`config.mk`:
```
export PLATFORM = sky130hd
export DESIGN_NAME = rep_code_tx
export DESIGN_NICKNAME = d
export VERILOG_FILES = /design/src/rtl/rep_code_tx.sv
export SDC_FILE = /design/constraint.sdc
export NUM_CORES = 1
export LEC_CHECK = 0
export CORE_ASPECT_RATIO = 0.75
export CORE_MARGIN = 1
export CORE_UTILIZATION = 60
export CTS_CLUSTER_SIZE = 12
export DETAILED_ROUTE_END_ITERATION = 7
export DONT_BUFFER_PORTS = 1
export PLACE_DENSITY = 0.86
export SYNTH_ARGS = -nofsm -noshare
export SYNTH_HDL_FRONTEND = slang
export SYNTH_SLANG_ARGS = --single-unit
export TNS_END_PERCENT = 30
```
`constraint.sdc`:
```
create_clock -name clk -period 3.6 [get_ports clk]
set_clock_uncertainty 0.05 [all_clocks]
set_input_delay 0.72 -clock clk [delete_from_list [all_inputs] [get_ports clk]]
set_output_delay 0.72 -clock clk [all_outputs]
set_load 0.01 [all_outputs]
```
`src/rtl/rep_code_tx.sv`:
```
// rtl/rep_code_tx.sv - 4x repetition-coded serial transmitter (start, LSB-first data, even parity, stop)
module rep_code_tx #(
    parameter int DATA_W = 8,
    parameter int REP    = 4
) (
    input  logic              clk,
    input  logic              rst_n,
    input  logic [DATA_W-1:0] din,
    input  logic              din_valid,
    output logic              din_ready,
    output logic              tx_out,
    output logic              busy,
    output logic              done
);

    localparam int RW = (REP > 1) ? $clog2(REP) : 1;
    localparam int BW = (DATA_W > 1) ? $clog2(DATA_W) : 1;
    localparam logic [RW-1:0] REP_LAST = RW'(REP - 1);
    localparam logic [BW-1:0] BIT_LAST = BW'(DATA_W - 1);

    localparam logic [2:0] IDLE   = 3'd0;
    localparam logic [2:0] START  = 3'd1;
    localparam logic [2:0] DATA   = 3'd2;
    localparam logic [2:0] PARITY = 3'd3;
    localparam logic [2:0] STOP   = 3'd4;

    logic [2:0]        state;
    logic [RW-1:0]     rep_cnt;
    logic [BW-1:0]     bit_cnt;
    logic [DATA_W-1:0] shreg;
    logic [DATA_W-1:0] shreg_nx;
    logic              parity;

    assign din_ready = (state == IDLE);
    assign shreg_nx  = shreg >> 1;

    always_ff @(posedge clk or negedge rst_n) begin
        if (!rst_n) begin
            state   <= IDLE;
            tx_out  <= 1'b1;
            busy    <= 1'b0;
            done    <= 1'b0;
            rep_cnt <= '0;
            bit_cnt <= '0;
            shreg   <= '0;
            parity  <= 1'b0;
        end else begin
            done <= 1'b0;
            if (state == IDLE) begin
                if (din_valid) begin
                    shreg   <= din;
                    parity  <= ^din;
                    state   <= START;
                    tx_out  <= 1'b0;
                    busy    <= 1'b1;
                    rep_cnt <= '0;
                end
            end else if (rep_cnt != REP_LAST) begin
                rep_cnt <= rep_cnt + RW'(1);
            end else begin
                // Symbol boundary: present the next symbol for the following REP cycles
                rep_cnt <= '0;
                case (state)
                    START: begin
                        state   <= DATA;
                        tx_out  <= shreg[0];
                        bit_cnt <= '0;
                    end
                    DATA: begin
                        shreg <= shreg_nx;
                        if (bit_cnt == BIT_LAST) begin
                            state  <= PARITY;
                            tx_out <= parity;
                        end else begin
                            tx_out  <= shreg_nx[0];
                            bit_cnt <= bit_cnt + BW'(1);
                        end
                    end
                    PARITY: begin
                        state  <= STOP;
                        tx_out <= 1'b1;
                    end
                    default: begin
                        state  <= IDLE;
                        tx_out <= 1'b1;
                        busy   <= 1'b0;
                        done   <= 1'b1;
                    end
                endcase
            end
        end
    end

endmodule

```
==> metrics.md <==
| Metric | Value |
|---|---|
| CTS root buf | `clkbuf_4` |
| All-Layer GR Usage | `22.9%` |
| GPL Wtd Cong | `0.872` |
| CTS tree | `done` |
| Synth Instances | `107` |
| Top Ports | `15` |
| # resized after CTS | `0` |
| Via density | `5.67` |
| Setup CP Type | `flip-flop to output pin` |
| Final Non-Filler Cells | `127` |
| H-tree levels | `1` |
| Fin util | `63.8%` |
| Post-route DRC | `0` |
| Met1 Usage GRT | `27.0%` |
| CP max stage delay | `680 ps` |
| Post-Layout Inst Area | `1100 µm²` |
| Post-CTS Hold Fix Bufs | `0` |
| Seq/Total Area, Yosys | `45.5%` |
| Routed WL per cell | `14.7 µm` |
| Maximum clock path buffer count | `2` |
| Cell taking the most area after synthesis | `dfrtp_1` |
| Die ar. | `2020 µm²` |
| First-pass GRT wire length | `3220 µm` |
| GR peak layer | `met2` |
| Total iterations of the first detailed-routing run | `4` |
| Total gr overflow | `0` |
| CP bufs+invs | `0` |
| Placed Instances | `123` |
| Vias in the first global route | `733` |
| Hpwl dp | `1400 µm` |
| Finish-stage setup viols | `0` |
| Detailed Route WL | `1870 µm` |
| Leak | `0.452 nW` |
| Top cell type's share of synthesized area | `43.1%` |
| Clk Latency, worst-skew pair | `300 ps` |
| Final worst path period share | `62.9%` |
| Starting Density | `64.0%` |
| CTS buffer count | `3` |
| Core area | `1720 µm²` |
| Share of layout cells above drive strength 1 | `10.5%` |
| Max Cap Viol | `0` |
| Initial antenna violation count | `0` |
| Crit-path max FO | `15` |
| Die Wd | `51.5 µm` |
| Maximum vdd drop | `0.000464 V` |
| Worst setup EP type | `output pin` |
| Post-synth EDFFs | `0` |
| Std cell rows | `13` |
| Async S/R FF share, synth | `100%` |
| Synth unique cells | `31` |
| Met2 Usage GRT | `38.3%` |
| Most frequent cell after synthesis | `dfrtp_1` |
| Fmax achieved | `442 MHz` |
| CP delay by family, top | `simple AND/OR/NAND/NOR gates` |
| IO buf count | `0` |
| #FFs+latches synth | `20` |
| Post-synthesis to final-layout area growth | `-0.341%` |
| Final worst path period need | `2260 ps` |
| Syn Area/Cell | `10.3 µm²` |
| Setup bufs post-CTS | `0` |
| HP Class | `input pin to async pin` |
| Initial DRC Count | `7` |
| Sum Neg Setup Slack | `0 ps` |
| Mapped Area | `1100 µm²` |
| Synth warn | `0` |
| RSZ-0062 raised after global routing | `no` |
| Synth cell count leaders | `dfrtp_1 (19), nor2_1 (12), mux2i_1 (8), xnor2_1 (7)` |
| Max-slew violations | `0` |
| Met3 track demand over resource | `9.41%` |
| Max-slew headroom | `49.8%` |
| DRT antenna net count | `0` |
| Fillers | `151` |
| Reg clk slew, reported paths | `110 ps` |
| Dominant synthesized flop cell | `dfrtp_1` |
| Layout net count | `120` |
| Pin count of the biggest net entering global routing | `21` |
| Via Count | `720` |
| CP arrival | `1490 ps` |
| Placed cell area | `1070 µm²` |
| Ranking of synthesized cells by area | `dfrtp_1 (43%), mux2i_1 (7.3%), xnor2_1 (5.6%)` |
| CTS Sinks | `20` |
| WP data required | `2830 ps` |
| CP max-delay cell | `nor3_4` |
| Ant diodes | `0` |
| CP Cell Sequence | `nor3_4` |
| Die Height | `39.1 µm` |
| Final hold viol count | `0` |
| Hold WS | `44.5 ps` |
| Post-Syn Nets | `121` |
| Pwr dens | `850 nW/µm²` |
| Outcome | `completed` |
| Setup crit start kind | `flip-flop` |
| Worst-margin pin slew | `751 ps` |
-- logic make-up (layout without fill, tap and decap cells) --
| kind of cell | Yosys count | count (layout) | synth area share, % |
|---|---|---|---|
| flip-flops | 20 | 20 | 45.5 |
| XOR/XNOR | 7 | 7 | 5.56 |
| adder cells (fa/ha/maj) | 3 | 3 | 3.40 |
| multiplexers | 10 | 10 | 9.30 |
| AO/OA/AOI/OAI | 23 | 23 | 14.1 |
| buffers and inverters | 11 | 9 | 6.92 |
| AND/OR/NAND/NOR | 33 | 33 | 15.3 |
-- worst paths after layout --
path / startpoint / slack [ps] / cells after the start / to
setup / recovery: state[0] / 1340 / 1 / din_ready
hold / removal: rst_n / 40 / 0 / shreg[5]
setup reg to reg: rep_cnt[0] / 1840 / 4 / shreg[7]
hold reg to reg: rep_cnt[0] / 460 / 1 / rep_cnt[0]
max in group asynchronous: rst_n / 3280 / 0 / tx_out
min in group clk: rep_cnt[0] / 460 / 1 / rep_cnt[0]
-- cells in the final DEF (no fill, tap or decap), types with 2 or more instances in the layout --
cell | synthesis | final
a21oi_1 | 5 | 5
a21oi_2 | 3 | 3
a22oi_1 | 2 | 2
and3_1 | 2 | 2
clkbuf_4 | 0 | 3
dfrtp_1 | 19 | 19
ha_1 | 3 | 3
inv_1 | 5 | 5
mux2_2 | 2 | 2
mux2i_1 | 8 | 8
nand2_1 | 5 | 5
nand2b_1 | 2 | 2
nand3_1 | 4 | 4
nand3b_1 | 2 | 2
nor2_1 | 12 | 12
nor2b_1 | 2 | 2
nor3_1 | 2 | 2
o21ai_0 | 4 | 4
o21ai_1 | 2 | 2
o2bb2ai_1 | 2 | 2
xnor2_1 | 7 | 7
-- layer usage --
metal | routed length [µm] | vias up
met5 | 0 | -
met4 | 23 | 0
met3 | 114 | 4
met2 | 848 | 21
met1 | 884 | 331
li1 | - | 364
-- where the power goes --
| group | total (W) | internal, W | switching [W] |
|---|---|---|---|
| sequential | 0.000428 | 0.000329 | 0.0000999 |
| combinational | 0.000399 | 0.000185 | 0.000214 |
| clock | 0.000108 | 0.0000432 | 0.0000644 |
| total | 0.000935 | 0.000557 | 0.000378 |
-- worst reg2reg max path: cells and delay by family (launching register included) --
kind	cells	cell delay, ps
fa+ha+maj	1	380
flops	1	390
simple gates	1	120
compound gates	2	710
-- per-stage QoR --
stage	setup WS, ps	total power [W]
finish	1340	0.000935
global route	1230	0.00102
CTS	1320	0.000942
detailed placement	1660	0.000834
global placement	1710	0.000803
floorplan	1840	0.000797
-- area by class of cell --
class                      count  area (µm²)  share of cell area, %
sequential                    20         502                   45.6
inverter                       5        18.8                   1.71
tap                           22        27.5                   2.50
multi-input combinational     76         526                   47.8
clock buffer                   4        26.3                   2.39
-- state kept, by name (all words and copies together), names as in the netlist --
signal	count
shreg	8
bit_cnt	3
state	3
rep_cnt	2
busy	1
done	1
parity	1
tx_out	1
No activity file was read; power rests on OpenSTA's default activity.
